==> config.mk <==
export PLATFORM = sky130hd
export DESIGN_NAME = instr_loader
export DESIGN_NICKNAME = d
export VERILOG_FILES = /design/src/rtl/instr_loader.sv
export SDC_FILE = /design/constraint.sdc
export NUM_CORES = 1
export LEC_CHECK = 0
export CAP_MARGIN = 20
export CORE_MARGIN = 1
export CORE_UTILIZATION = 58
export CTS_BUF_LIST = sky130_fd_sc_hd__clkbuf_4 sky130_fd_sc_hd__clkbuf_8 sky130_fd_sc_hd__clkbuf_16
export DETAILED_ROUTE_END_ITERATION = 8
export GPL_ROUTABILITY_DRIVEN = 0
export PLACE_DENSITY = 0.86
export SKIP_LAST_GASP = 1
export SYNTH_ARGS = -nofsm -noshare
export SYNTH_HDL_FRONTEND = slang
export SYNTH_SLANG_ARGS = --single-unit
==> constraint.sdc <==
create_clock -name clk -period 4.4 [get_ports clk]
set_input_delay 1.1 -clock clk [delete_from_list [all_inputs] [get_ports clk]]
set_output_delay 1.1 -clock clk [all_outputs]
set_load 0.01 [all_outputs]
==> src/rtl/instr_loader.sv <==
// rtl/instr_loader.sv - boot loader: byte stream with {addr, count} header into 16-bit instruction memory writes
// Optional trailing checksum verification is compiled in with LOADER_CHECKSUM_EN.
module instr_loader #(
   parameter int ADDR_W = 12
) (
   input  logic              clk,
   input  logic              rst,
   input  logic              start,
   input  logic              in_valid,
   input  logic [7:0]        in_data,
   output logic              in_ready,
   output logic              mem_we,
   output logic [ADDR_W-1:0] mem_addr,
   output logic [15:0]       mem_wdata,
   output logic              cpu_hold,
   output logic              done,
   output logic              err,
   output logic [ADDR_W:0]   words_loaded
);
`ifdef LOADER_CHECKSUM_EN
   typedef enum logic [3:0] {S_IDLE, S_ADDR_LO, S_ADDR_HI, S_CNT_LO, S_CNT_HI, S_DATA_LO,
                             S_DATA_HI, S_CSUM_LO, S_CSUM_HI, S_DONE, S_ERR} state_t;
`else
   typedef enum logic [3:0] {S_IDLE, S_ADDR_LO, S_ADDR_HI, S_CNT_LO, S_CNT_HI, S_DATA_LO,
                             S_DATA_HI, S_DONE, S_ERR} state_t;
`endif

   localparam logic [16:0] DEPTH = 17'd1 << ADDR_W;

   state_t            state;
   logic [15:0]       start_addr;
   logic [7:0]        cnt_lo;
   logic [7:0]        lo_q;
   logic [ADDR_W-1:0] addr_q;
   logic [15:0]       remain;
`ifdef LOADER_CHECKSUM_EN
   logic [15:0]       csum;
`endif

   logic [15:0] n_word;
   logic [16:0] end_sum;
   logic        range_bad;
   logic        xfer;

   assign n_word    = {in_data, cnt_lo};
   // 17-bit sum so a start address near the top cannot alias past the end of memory
   assign end_sum   = {1'b0, start_addr} + {1'b0, n_word};
   assign range_bad = end_sum > DEPTH;
   assign xfer      = in_valid && in_ready;

`ifdef LOADER_CHECKSUM_EN
   assign in_ready = (state inside {S_ADDR_LO, S_ADDR_HI, S_CNT_LO, S_CNT_HI,
                                    S_DATA_LO, S_DATA_HI, S_CSUM_LO, S_CSUM_HI});
`else
   assign in_ready = (state inside {S_ADDR_LO, S_ADDR_HI, S_CNT_LO, S_CNT_HI,
                                    S_DATA_LO, S_DATA_HI});
`endif
   assign cpu_hold = (state != S_IDLE) && (state != S_DONE);

   always_ff @(posedge clk or posedge rst) begin
      if (rst) begin
         state        <= S_IDLE;
         start_addr   <= '0;
         cnt_lo       <= '0;
         lo_q         <= '0;
         addr_q       <= '0;
         remain       <= '0;
         mem_we       <= 1'b0;
         mem_addr     <= '0;
         mem_wdata    <= '0;
         done         <= 1'b0;
         err          <= 1'b0;
         words_loaded <= '0;
`ifdef LOADER_CHECKSUM_EN
         csum         <= '0;
`endif
      end else begin
         mem_we <= 1'b0;
         done   <= 1'b0;
         case (state)
            S_IDLE, S_DONE, S_ERR: begin
               if (start) begin
                  state        <= S_ADDR_LO;
                  err          <= 1'b0;
                  words_loaded <= '0;
`ifdef LOADER_CHECKSUM_EN
                  csum         <= '0;
`endif
               end else if (state == S_DONE) begin
                  state <= S_IDLE;
               end
            end
            S_ADDR_LO: if (xfer) begin
               start_addr[7:0] <= in_data;
               state           <= S_ADDR_HI;
            end
            S_ADDR_HI: if (xfer) begin
               start_addr[15:8] <= in_data;
               state            <= S_CNT_LO;
            end
            S_CNT_LO: if (xfer) begin
               cnt_lo <= in_data;
               state  <= S_CNT_HI;
            end
            S_CNT_HI: if (xfer) begin
               if (range_bad) begin
                  state <= S_ERR;
                  err   <= 1'b1;
               end else if (n_word == 16'd0) begin
`ifdef LOADER_CHECKSUM_EN
                  state <= S_CSUM_LO;
`else
                  state <= S_DONE;
                  done  <= 1'b1;
`endif
               end else begin
                  state  <= S_DATA_LO;
                  addr_q <= start_addr[ADDR_W-1:0];
                  remain <= n_word;
               end
            end
            S_DATA_LO: if (xfer) begin
               lo_q  <= in_data;
               state <= S_DATA_HI;
            end
            S_DATA_HI: if (xfer) begin
               mem_we       <= 1'b1;
               mem_wdata    <= {in_data, lo_q};
               mem_addr     <= addr_q;
               addr_q       <= addr_q + ADDR_W'(1);
               remain       <= remain - 16'd1;
               words_loaded <= words_loaded + (ADDR_W+1)'(1);
`ifdef LOADER_CHECKSUM_EN
               csum         <= csum + {in_data, lo_q};
`endif
               if (remain == 16'd1) begin
`ifdef LOADER_CHECKSUM_EN
                  state <= S_CSUM_LO;
`else
                  state <= S_DONE;
                  done  <= 1'b1;
`endif
               end else begin
                  state <= S_DATA_LO;
               end
            end
`ifdef LOADER_CHECKSUM_EN
            S_CSUM_LO: if (xfer) begin
               lo_q  <= in_data;
               state <= S_CSUM_HI;
            end
            S_CSUM_HI: if (xfer) begin
               // words are already in memory; a mismatch only marks the image invalid
               if ({in_data, lo_q} == csum) begin
                  state <= S_DONE;
                  done  <= 1'b1;
               end else begin
                  state <= S_ERR;
                  err   <= 1'b1;
               end
            end
`endif
            default: state <= S_IDLE;
         endcase
      end
   end
endmodule

### After elaboration in Yosys (flattened, before gate mapping)

Index checks and enable logic that the tools add are counted.

* word-level logic and storage cells: 95
* bits in registers: 108
* output and inout port bits: 46

* order comparisons: 1
* reductions and logical operators: 19
* add/sub/neg operators: 4
* muxes and demuxes: 37
* equality and inequality tests: 21

Operators by type and width (number)
* 16-bit two-way mux: 4
* 12-bit two-way mux: 4
* 4-bit two-way mux: 9
* 16-bit one-hot mux with 2 select lines: 1
* 4-bit one-hot mux with 7 select lines: 1
* 13-bit two-way mux: 2
* 13-bit one-hot mux with 2 select lines: 1
* 12-bit one-hot mux with 2 select lines: 1
* 2-bit != test, second input constant: 10
* 16-bit by 16-bit adder with 17-bit output: 1
* 17-bit by 13-bit greater-than comparator with 1-bit output, second input constant: 1
* 16-bit by 1-bit == test with 1-bit output, second input constant: 1
* 4-bit by 3-bit == test with 1-bit output, second input constant: 4
* 16-bit logical NOT: 1
* 16-bit by 1-bit subtractor with 16-bit output, second input constant: 1
* 13-bit by 1-bit adder with 13-bit output, second input constant: 1
* 12-bit by 1-bit adder with 12-bit output, second input constant: 1
* 1-bit two-way mux: 10
* 2-bit AND reduction: 5
* 4-bit by 2-bit == test with 1-bit output, second input constant: 2
* 7-bit AND reduction: 1
* 2-bit nonzero test: 3
* 6-bit nonzero test: 1
* 5-bit AND reduction: 1
* 12 further kinds: 15

### Logic depth before layout (Yosys ltp)

Gate-level depths: netlist of run 1.

* word-level depth: 5
* depth in mapped cells: 11
* mapped depth without buffers: 10

### Worst setup path after synthesis of run 1

Ideal clock, no wire load.

* kind: input to register
* start point: input in_data[4]
* end point: register addr_q[0]
* stages: 9
* arrival time: 3.421 ns
* path buffers: 0
* path slack: 0.852 ns
* library setup time: 0.126 ns
* data required time: 4.274 ns
* cell sequence: ha_1 > a21oi_1 > a32o_1 > a2111oi_2 > o221ai_1 > nor4b_2 > o2111ai_2 > and3_1 > a311o_1

* word-level cells in the longest chain between the ends: 4
* elaborated cells on any way between the ends: 6
* classes of those cells: 1 x add/sub; 1 x order compare; 2 x eq/ne; 2 x reduce/logical

RTL lines
* start: declaration: RTL line 10 `input logic [7:0] in_data,`
* 16-bit by 16-bit adder with 17-bit output: RTL line 47 `assign end_sum = {1'b0, start_addr} + {1'b0, n_word};`
* 17-bit by 13-bit greater-than comparator with 1-bit output: RTL line 48 `assign range_bad = end_sum > DEPTH;`
* 2-bit != test (no source line)
* 5-bit AND reduction (no source line) *
* end signal: assignment: RTL line 118 `addr_q <= start_addr[ADDR_W-1:0];`
* end signal: assignment: RTL line 130 `addr_q <= addr_q + ADDR_W'(1);`
* end: declaration: RTL line 34 `logic [ADDR_W-1:0] addr_q;`

Every way passes the cells marked *; elsewhere a longest branch is shown, timed or not.
A chain may end at the register's enable or synchronous reset.

### Final worst setup path of run 1

* start point: input in_data[4]
* end point: register remain[7]

* word-level cells in the longest chain between the ends: 4
* elaborated cells on any way between the ends: 6
* classes of those cells: 1 x add/sub; 1 x order compare; 2 x eq/ne; 2 x reduce/logical

RTL lines
* 16-bit by 16-bit adder with 17-bit output: RTL line 47
* 17-bit by 13-bit greater-than comparator with 1-bit output: RTL line 48
* 2-bit != test (no source line)
* 5-bit AND reduction (no source line) *
* end signal: assignment: RTL line 119 `remain <= n_word;`
* end signal: assignment: RTL line 131 `remain <= remain - 16'd1;`
* end: declaration: RTL line 35 `logic [15:0] remain;`

Marks and branches as above.

==> implementation parameters, run 1 <==
Parameter                              Value

Placement
  Placed standard-cell area ... 0.00710 sq mm
  DP Wirelength ... 12200 um
  Port-buffer cells ... 57

Critical path
  Maximum fanout along the worst path ... 8
  Kind of start point of the critical path ... primary input
  Data arrival at the endpoint of the critical path ... 4390 ps
  Critical path capture point type ... register
  Kind of critical path ... in -> reg
  Critical path required time ... 4660 ps

Detailed routing
  Post-route DRC violation count ... 0
  Total wire length ... 17500 um
  Via count normalized by instance count ... 6.65
  Post-route antenna net violation count ... 0
  Drt first pass iters ... 8
  Post-detailed-route wirelength per cell ... 19.2 um
  DR vias ... 6048
  DR iter-0 viols ... 597

Logic synthesis
  #FFs+latches synth ... 108
  Dominant combinational cell family by area after synthesis ... simple AND/OR/NAND/NOR gates
  Number of enable-type register cells in the synthesized netlist ... 0
  Share of synthesized area spent on multiplexers ... 5.71%
  Adder and majority gate portion of the synthesized area ... 4.28%
  Synth warnings ... 0
  Synth Net Count ... 747
  Number of distinct library cell variants in the gate-level netlist after synthesis ... 66
  Avg Inst Size Synth ... 8.84 sq um
  Complex-gate fraction of the synthesized area ... 19.7%
  Primary FF master, synth ... dfrtp_1
  Cell area after technology mapping ... 0.00631 sq mm
  Simple logic cell fraction of the synthesized area ... 23.2%
  Async set-or-reset flop fraction in the synthesized netlist ... 100%
  Cell count after synthesis ... 714
  Area share of xor/xnor cells in the synthesized design ... 1.39%
  Sequential element share of the synthesized area ... 42.8%

Clock network
  Inserted Clock Buffers ... 9
  Hold buffer count at cts ... 0
  H-tree depth reported by CTS ... 3
  Setup Buffers After CTS ... 0
  Register clock-pin slew on the reported worst setup and hold paths ... 100 ps
  Clock tree sinks ... 108
  Buffers from clock root to sink, at most ... 2
  Root buf cell ... clkbuf_8
  Worst-Skew Late Latency ... 390 ps
  Post-cts sizing count ... 0
  Clock tree from TritonCTS ... done

GRT
  Overall global routing resource usage ... 32.5%
  Highest-utilization routing layer at the global route stage ... met2
  Fraction of met2 tracks used by global routing ... 53.0%
  Pin count of the biggest net entering global routing ... 78
  Wire length of the first global-routing pass ... 28800 um
  Via count of the first global-routing pass ... 5929
  Met1 layer usage reported by global route ... 40.3%
  Antenna violations before repair ... 0
  Fraction of met3 tracks used by global routing ... 6.50%
  Global route total overflow ... 0

Layout
  Sequential cell area in the final layout ... 0.00270 sq mm
  Final standard cell area without fillers ... 0.00729 sq mm
  Final core utilization ... 69.9%
  Signed area change from the synthesized netlist to the final layout ... 15.5%
  Antenna diode count ... 0
  Share of cells above drive strength 1 ... 11.6%
  Final Net Count ... 801
  Fill cells ... 813
  Multi-input combinational cell area ... 0.00344 sq mm

Pwr
  Maximum ir drop on the vdd rail ... 0.361 mV
  Leakage power figure ... 3.08 nW
  Total design power ... 4.86 mW
  Total power divided by cell area ... 667 mW/mm^2

Floorplan
  Rows ... 37
  Floorplan die height ... 106 um
  Area enclosed by the die boundary ... 0.0113 sq mm
  Core Area ... 0.0104 sq mm
  Number of placed I/O pins ... 58
  Chip Width ... 106 um
  Starting density of the core ... 60.6%

STA
  Skew final ... 12.2 ps
  Setup-violating endpoint count in the final report ... 0
  Ratio of final minimum period to clock period ... 93.9%
  Worst Hold Slack ... 479 ps
  Final hold violations ... 0
  Setup repair after global routing missed its margin ... no
  Minimum period implied by the final worst setup slack ... 4130 ps
  Maximum clock frequency ... 242 MHz
  Transition time at the pin with the least slew margin ... 954 ps
  Worst slew margin relative to its limit ... 36.4%
  Number of pins with negative max-slew slack in the final report ... 0
  Total negative setup slack ... 0 ps

Run
  Max cap viols ... 0

Hold path
  Hold Path Class ... reg -> reg

Run status
  Result of the run ... completed
-- per-stage QoR --
stage | setup slack (ps) | instances
2_1_floorplan | 454 | 714
3_3_place_gp | 230 | 893
3_5_place_dp | -5.92 | 893
4_1_cts | 373 | 909
5_1_grt | 85.4 | 909
6_report | 268 | 909
-- flip-flops by register name (all words and copies together) (netlist names) --
register	cells
err	1
cnt_lo	8
state	4
mem_addr	12
done	1
words_loaded	13
mem_we	1
lo_q	8
mem_wdata	16
addr_q	12
remain	16
start_addr	16
-- synth_stat cells, types with 6 or more instances --
cell type | instances | area share, %
nor3_1 | 25 | 2.0
and3_1 | 11 | 1.1
o31ai_1 | 14 | 1.7
ha_1 | 20 | 4.0
nand2b_1 | 7 | 0.69
nand3_1 | 34 | 2.7
dfrtp_1 | 108 | 43
a21oi_1 | 41 | 3.3
a221oi_1 | 6 | 0.83
inv_1 | 9 | 0.54
or3_1 | 11 | 1.1
nor4_1 | 7 | 0.69
nand4_1 | 10 | 0.99
xor2_1 | 10 | 1.4
clkbuf_1 | 28 | 1.7
o21ai_0 | 50 | 4.0
o211ai_1 | 13 | 1.5
mux2_2 | 32 | 5.7
nand2_1 | 136 | 8.1
a211oi_1 | 9 | 1.1
nor2_1 | 45 | 2.7
-- path summary, 6_finish.rpt --
path                             from      endpoint  slack [ps]  cells after the start
setup / recovery           in_data[4]     remain[7]         270                     11
hold / removal                lo_q[2]  mem_wdata[2]         480                      2
setup reg to reg            cnt_lo[0]     remain[7]         740                     11
hold reg to reg               lo_q[2]  mem_wdata[2]         480                      2
max in group asynchronous         rst   mem_addr[5]        2280                      3
min in group asynchronous         rst           err        1290                      2
-- where the power goes --
part	switching, mW	internal (mW)
clock	0.367	0.215
sequential	0.445	1.37
combinational	1.34	1.11
total	2.16	2.70
-- layout by cell type (no fill, tap or decap), types with 11 or more instances in the layout --
cell type / synthesis / layout
nand2_1: 136 / 136
dfrtp_1: 108 / 108
clkdlybuf4s50_1: 0 / 57
o21ai_0: 50 / 50
nor2_1: 45 / 45
a21oi_1: 41 / 41
mux2_2: 32 / 32
nand3_1: 34 / 32
nor3_1: 25 / 25
buf_4: 0 / 22
ha_1: 20 / 20
o31ai_1: 14 / 14
o211ai_1: 13 / 13
or3_1: 11 / 11
and3_1: 11 / 11
-- metal layers --
metal | vias up | wire length, um | part of all wire (%)
li1 | 2720 | - | -
met1 | 2876 | 6780 | 39
met2 | 360 | 8370 | 48
met3 | 92 | 1430 | 8.2
met4 | 0 | 884 | 5.1
met5 | - | 0 | 0
-- cell families (layout without fill, tap and decap cells) --
family	count (synthesis)	count (layout)
XOR/XNOR	10	10
adder cells (fa/ha/maj)	21	21
flip-flops	108	108
AO/OA/AOI/OAI	185	185
multiplexers	32	32
buffers and inverters	46	105
AND/OR/NAND/NOR	312	312
-- critical path, cell delays in order --
cell and delay [ps]:
clkdlybuf4s50_1 450, ha_1 420, a21oi_1 160, a32o_1 320, a2111oi_2 400, o221ai_1 220
nor4b_2 380, o2111ai_2 300, buf_4 250, a221oi_1 250, o21ai_0 130
-- cell type report --
type / instances / share of cell area, %
repair buffers: 80 / 10.4
well taps: 136 / 2.34
multi-input cells: 560 / 47.2
clock buffers: 9 / 1.70
flip-flops and latches: 108 / 37.1
inverters: 9 / 0.498
clock inverters: 7 / 0.824
No activity file was read; power rests on OpenSTA's default activity.
==> inputs of run 2 (changes only) <==
--- a/config.mk
+++ b/config.mk
@@ -6,8 +6,10 @@
 export NUM_CORES = 1
 export LEC_CHECK = 0
 export CAP_MARGIN = 20
+export CELL_PAD_IN_SITES_DETAIL_PLACEMENT = 1
+export CELL_PAD_IN_SITES_GLOBAL_PLACEMENT = 2
 export CORE_MARGIN = 1
-export CORE_UTILIZATION = 58
+export CORE_UTILIZATION = 36
 export CTS_BUF_LIST = sky130_fd_sc_hd__clkbuf_4 sky130_fd_sc_hd__clkbuf_8 sky130_fd_sc_hd__clkbuf_16
 export DETAILED_ROUTE_END_ITERATION = 8
 export GPL_ROUTABILITY_DRIVEN = 0
==> run 2 against run 1 <==
Routed wire length grew 14%; hold slack worse by 4.1 ps; clock power increased by 35%; global-route usage is 9.5 points lower; final cell count up 10%; highest routed layer unchanged; sequential share of layout area is 1.2 points lower; total power rose by 5.2%; clock skew is 2.8 ps lower; non-clock buffer count grew 5; fmax is 1.9% higher; critical endpoint is now remain[11]; via count is 3.0% lower.
==> implementation parameters, run 2 (synthesized netlist as in run 1, its figures left out) <==
Parameter                              Value

Layout
  Antenna diode count ... 0 (unchanged)
  Top library cells by usage in the layout, fill and taps aside ... 136 x nand2_1, 108 x dfrtp_1, 57 x clkdlybuf4s50_1
  Most common cell after layout, fill and taps aside ... nand2_1
  Fill cells ... 2027 (+150%)
  Final Net Count ... 806 (+0.62%)
  Signed area change from the synthesized netlist to the final layout ... 19.2%
  Final core utilization ... 43.8% (-26 points)
  Share of cells above drive strength 1 ... 12.2% (+0.57 points)
  Leading registers by flop count ... mem_wdata (16), remain (16), start_addr (16)

STA
  Total negative setup slack ... 0 ps (unchanged)
  Final hold violations ... 0 (unchanged)
  Ratio of final minimum period to clock period ... 92.2% (-1.7 points)
  Setup-violating endpoint count in the final report ... 0 (unchanged)
  Maximum clock frequency ... 247 MHz (+1.9%)
  Minimum period implied by the final worst setup slack ... 4060 ps (-76.1 ps)
  Setup repair after global routing missed its margin ... no
  Worst slew margin relative to its limit ... 50.7% (+14 points)
  Number of pins with negative max-slew slack in the final report ... 0 (unchanged)
  Transition time at the pin with the least slew margin ... 733 ps (-221 ps)
  Skew final ... 9.41 ps (-2.78 ps)

Run
  Max cap viols ... 0 (unchanged)

Detailed routing
  Via count normalized by instance count ... 5.85 (-12%)
  DR vias ... 5869 (-3.0%)
  Total wire length ... 19800 um (+14%)
  DR iter-0 viols ... 223 (-63%)
  Post-detailed-route wirelength per cell ... 19.8 um (+3.0%)
  Post-route DRC violation count ... 0 (unchanged)
  Post-route antenna net violation count ... 0 (unchanged)
  Drt first pass iters ... 4 (-4)

Clock network
  Worst-Skew Late Latency ... 360 ps (-30 ps)
  Clock tree sinks ... 108 (unchanged)
  Inserted Clock Buffers ... 9 (unchanged)
  Register clock-pin slew on the reported worst setup and hold paths ... 70 ps (-30 ps)
  H-tree depth reported by CTS ... 3 (unchanged)
  Clock tree from TritonCTS ... done
  Setup Buffers After CTS ... 0 (unchanged)
  Root buf cell ... clkbuf_16
  Hold buffer count at cts ... 0 (unchanged)
  Buffers from clock root to sink, at most ... 2 (unchanged)
  Post-cts sizing count ... 0 (unchanged)

Critical path
  Kind of start point of the critical path ... primary input
  Critical path required time ... 4670 ps (about the same)
  Kind of critical path ... in -> reg
  Data arrival at the endpoint of the critical path ... 4330 ps (-60 ps)
  Maximum fanout along the worst path ... 10 (+2)
  Critical path capture point type ... register

Floorplan
  Area enclosed by the die boundary ... 0.0181 sq mm (+60%)
  Rows ... 48 (+30%)
  Floorplan die height ... 134 um (+26%)
  Number of placed I/O pins ... 58 (unchanged)
  Starting density of the core ... 36.7% (-24 points)
  Chip Width ... 134 um (+26%)
  Core Area ... 0.0172 sq mm (+65%)

GRT
  Antenna violations before repair ... 0 (unchanged)
  Pin count of the biggest net entering global routing ... 58 (-26%)
  Wire length of the first global-routing pass ... 32600 um (+13%)
  Global route total overflow ... 0 (unchanged)
  Via count of the first global-routing pass ... 6112 (+3.1%)
  Overall global routing resource usage ... 23.0% (-9.5 points)

Pwr
  Total power divided by cell area ... 680 mW/mm^2 (+2.0%)
  Maximum ir drop on the vdd rail ... 0.285 mV (-21%)
  Leakage power figure ... 3.15 nW (+2.3%)

Run status
  Result of the run ... completed

Placement
  Port-buffer cells ... 57 (unchanged)
  DP Wirelength ... 14600 um (+20%)

Hold path
  Hold Path Class ... reg -> reg
-- run 2: cell count changes in the layout (fill, tap and decap cells not counted), sizes merged --
cell | before | now
buf | 23 | 28
clkinv | 3 | 4
clkinvlp | 1 | 0
-- run 2: final cells by class --
cell class | instances | area [sq um] | share of cell area, %
multi-input cells | 560 | 3440 | 45.7
flip-flops and latches | 108 | 2700 | 35.9
repair buffers | 85 | 781 | 10.4
well taps | 225 | 282 | 3.74
clock buffers | 9 | 225 | 2.99
clock inverters | 7 | 57.6 | 0.765
inverters | 9 | 36.3 | 0.482
-- run 2: path summary, 6_finish.rpt --
path | from | endpoint | slack [ps] | cells past startpoint
max | in_data[4] | remain[11] | 340 | 11
min | mem_addr[4] | mem_addr[4] | 480 | 2
max reg2reg | start_addr[0] | remain[11] | 700 | 11
min reg2reg | mem_addr[4] | mem_addr[4] | 480 | 2
max in group asynchronous | rst | cnt_lo[7] | 2600 | 3
min in group asynchronous | rst | mem_addr[11] | 1060 | 2
-- run 2: layer usage --
layer,GRT usage (%),wire length [um],vias to the layer above
met1,30.8,8830,3002
met5,0,0,-
li1,-,-,2721
met4,6.18,296,0
met2,38.7,9910,122
met3,3.55,805,24
-- run 2: through the flow --
step / instance area (sq um) / power, mW / hold WS [ps] / setup slack, ps / std cells
2_1_floorplan: 6310 / 3.39 / 433 / 454 / 714
3_3_place_gp: 7240 / 4.18 / 455 / 128 / 987
3_5_place_dp: 7240 / 4.32 / 462 / 19.9 / 987
4_1_cts: 7520 / 5.13 / 482 / 368 / 1003
5_1_grt: 7520 / 5.50 / 504 / 150 / 1003
6_report: 7520 / 5.11 / 475 / 344 / 1003
-- run 2: worst max-delay path: stages --
cell	delay (ps)
clkdlybuf4s50_1	440
ha_1	400
a21oi_1	130
a32o_1	290
a2111oi_2	380
o221ai_1	200
nor4b_2	380
o2111a_1	510
buf_4	250
nor3_1	60
o21ai_0	190
-- run 2: power breakdown --
group          switching [mW]  internal, mW  leakage, nW
combinational            1.36          1.13         1.68
sequential              0.465          1.38         1.33
clock                   0.395         0.393        0.141
==> inputs of run 3 (changes only) <==
--- a/config.mk
+++ b/config.mk
@@ -8,7 +8,7 @@
 export CAP_MARGIN = 20
 export CELL_PAD_IN_SITES_DETAIL_PLACEMENT = 1
 export CELL_PAD_IN_SITES_GLOBAL_PLACEMENT = 2
-export CORE_MARGIN = 1
+export CORE_MARGIN = 5
 export CORE_UTILIZATION = 36
 export CTS_BUF_LIST = sky130_fd_sc_hd__clkbuf_4 sky130_fd_sc_hd__clkbuf_8 sky130_fd_sc_hd__clkbuf_16
 export DETAILED_ROUTE_END_ITERATION = 8
==> run 3 against run 2 <==
Routed wire length rose by 3.1%; global-route usage fell by 2.6 points; sequential power barely moved; critical endpoint is now remain[0]; non-clock buffer count fell by 2; register-to-register slack got worse by 30 ps; sequential share of layout area fell by 0.31 points; hold slack got worse by 7.5 ps; cell area rose by 0.87%; fmax rose by 0.87%; sequential cell count did not move; largest power group unchanged.
==> implementation parameters, run 3 (synthesized netlist as in run 1, its figures left out) <==
Parameter                              Value

Layout
  Most common cell after layout, fill and taps aside ... nand2_1
  Share of cells above drive strength 1 ... 12.0% (-0.23 points)
  Antenna diode count ... 0 (unchanged)
  Final core utilization ... 44.0% (+0.22 points)
  Top library cells by usage in the layout, fill and taps aside ... 136 x nand2_1, 108 x dfrtp_1, 57 x clkdlybuf4s50_1
  Signed area change from the synthesized netlist to the final layout ... 20.2%
  Leading registers by flop count ... mem_wdata (16), remain (16), start_addr (16)
  Final Net Count ... 804 (-0.25%)
  Fill cells ... 2030 (+0.15%)

Pwr
  Maximum ir drop on the vdd rail ... 0.344 mV (+20%)
  Total power divided by cell area ... 696 mW/mm^2 (+2.3%)
  Leakage power figure ... 3.17 nW (+0.70%)

GRT
  Global route total overflow ... 0 (unchanged)
  Wire length of the first global-routing pass ... 32900 um (+0.91%)
  Overall global routing resource usage ... 20.4% (-2.6 points)
  Pin count of the biggest net entering global routing ... 64 (+10%)
  Antenna violations before repair ... 0 (unchanged)
  Via count of the first global-routing pass ... 6177 (+1.1%)

Critical path
  Critical path capture point type ... register
  Critical path required time ... 4660 ps (about the same)
  Highest cell delay on the worst timing path ... 480 ps (-30 ps)
  Reg-to-reg critical path startpoint ... start_addr[0]
  RR Endpoint ... remain[7]
  Cell breakdown of the critical path ... clkdlybuf4s50_1 > ha_1 > o21ai_1 > a221oi_1 > a2111oi_2 > o221ai_1 > nor4b_2 > buf_4 > o2111a_1 > buf_12 > a21oi_1 > o221a_2
  Cell with the largest stage delay on the worst path ... clkdlybuf4s50_1
  Worst setup endpoint ... remain[0]
  Worst r2r path cells ... 11 (unchanged)
  CP Depth ... 12 (+1)
  CP startpoint ... in_data[3]
  Internal reg-to-reg setup slack ... 670 ps (-30 ps)
  Number of buffers and inverters on the critical path ... 3 (+1)
  Kind of critical path ... in -> reg
  Kind of start point of the critical path ... primary input
  Maximum fanout along the worst path ... 20 (+10)
  Data arrival at the endpoint of the critical path ... 4280 ps (-50 ps)
  CP delay by family, top ... compound AO/OA/AOI/OAI gates

Clock network
  Clock tree sinks ... 108 (unchanged)
  Clock tree from TritonCTS ... done
  Root buf cell ... clkbuf_16
  Register clock-pin slew on the reported worst setup and hold paths ... 70 ps (about the same)
  Worst-Skew Late Latency ... 370 ps (about the same)
  Setup Buffers After CTS ... 0 (unchanged)
  Buffers from clock root to sink, at most ... 2 (unchanged)
  Inserted Clock Buffers ... 9 (unchanged)
  Hold buffer count at cts ... 0 (unchanged)
  H-tree depth reported by CTS ... 3 (unchanged)
  Post-cts sizing count ... 0 (unchanged)

STA
  Maximum clock frequency ... 249 MHz (+0.87%)
  Transition time at the pin with the least slew margin ... 815 ps (+82.1 ps)
  Total negative setup slack ... 0 ps (unchanged)
  Setup repair after global routing missed its margin ... no
  Skew final ... 10.8 ps (+1.40 ps)
  Final hold violations ... 0 (unchanged)
  Minimum period implied by the final worst setup slack ... 4020 ps (-34.9 ps)
  Worst slew margin relative to its limit ... 45.7% (-5.0 points)
  Ratio of final minimum period to clock period ... 91.4% (-0.79 points)
  Setup-violating endpoint count in the final report ... 0 (unchanged)
  Number of pins with negative max-slew slack in the final report ... 0 (unchanged)

Hold path
  Hold Path Class ... reg -> reg

Run status
  Result of the run ... completed

Detailed routing
  Drt first pass iters ... 5 (+1)
  Post-route antenna net violation count ... 0 (unchanged)
  DR iter-0 viols ... 380 (+70%)
  Post-detailed-route wirelength per cell ... 20.4 um (+3.3%)
  Via count normalized by instance count ... 5.81 (-0.67%)
  Post-route DRC violation count ... 0 (unchanged)
  DR vias ... 5818 (-0.87%)
  Total wire length ... 20500 um (+3.1%)

Placement
  Port-buffer cells ... 57 (unchanged)
  DP Wirelength ... 14600 um (+0.16%)

Floorplan
  Core Area ... 0.0172 sq mm (+0.35%)
  Starting density of the core ... 36.6% (-0.13 points)
  Floorplan die height ... 142 um (+6.0%)
  Rows ... 48 (unchanged)
  Chip Width ... 142 um (+6.0%)
  Area enclosed by the die boundary ... 0.0203 sq mm (+12%)
  Number of placed I/O pins ... 58 (unchanged)

Run
  Max cap viols ... 0 (unchanged)
run 3: cell count changes in the layout (fill, tap and decap cells not counted), sizes merged:
cell,previous run,this run
bufinv,0,2
clkinv,4,2
clkbuf,9,10
buf,28,26
inv,12,10
clkinvlp,0,1
run 3: how the worst min path moves through the flow:
stage | start | endpoint | cells after the start
finish | lo_q[2] | mem_wdata[2] | 2
CTS | lo_q[2] | mem_wdata[2] | 2
global route | lo_q[1] | mem_wdata[1] | 2
global placement | lo_q[3] | mem_wdata[3] | 2
floorplan | lo_q[0] | mem_wdata[0] | 2
detailed placement | lo_q[2] | mem_wdata[2] | 2
run 3: cell type report:
cell class	count	area (sq um)	share of cell area, %
clock inverter	6	86.3	1.14
inverter	9	36.3	0.478
timing repair buffer	83	803	10.6
tap	225	282	3.71
multi-input combinational	560	3440	45.3
sequential	108	2700	35.6
clock buffer	10	239	3.15
run 3: routing by layer:
layer  vias to the layer above  global-route usage [%]  wire [um]  part of all wire (%)
met1                      2945                    26.4       9120                    45
met3                        38                    3.46        845                   4.1
met2                       116                    34.0       9930                    49
li1                       2719                       -          -                     -
met5                         -                       0          0                     0
met4                         0                    8.25        569                   2.8
run 3: worst register-to-register path: stages (launching register included):
cell and delay [ps]:
dfrtp_1 450, ha_1 280, fa_1 430, a211o_1 370, a2111oi_4 390, o21bai_1 130
a21oi_1 260, xor2_1 360, o2111ai_2 300, buf_4 240, a221oi_1 260, o21ai_0 130
run 3: power breakdown:
| part | leakage (nW) | switching [mW] | internal (mW) |
|---|---|---|---|
| registers | 1.33 | 0.461 | 1.38 |
| logic | 1.69 | 1.39 | 1.13 |
| clock network | 0.159 | 0.399 | 0.515 |
| total | 3.17 | 2.25 | 3.02 |
run 3: stage by stage:
step / instance area (sq um) / cells / total power [mW] / hold WS (ps) / setup WS [ps]
global placement: 7260 / 985 / 4.21 / 452 / 182
finish: 7590 / 1001 / 5.28 / 468 / 379
global route: 7590 / 1001 / 5.64 / 505 / 119
detailed placement: 7260 / 985 / 4.35 / 454 / 6.48
CTS: 7590 / 1001 / 5.29 / 473 / 387
floorplan: 6310 / 714 / 3.39 / 433 / 454
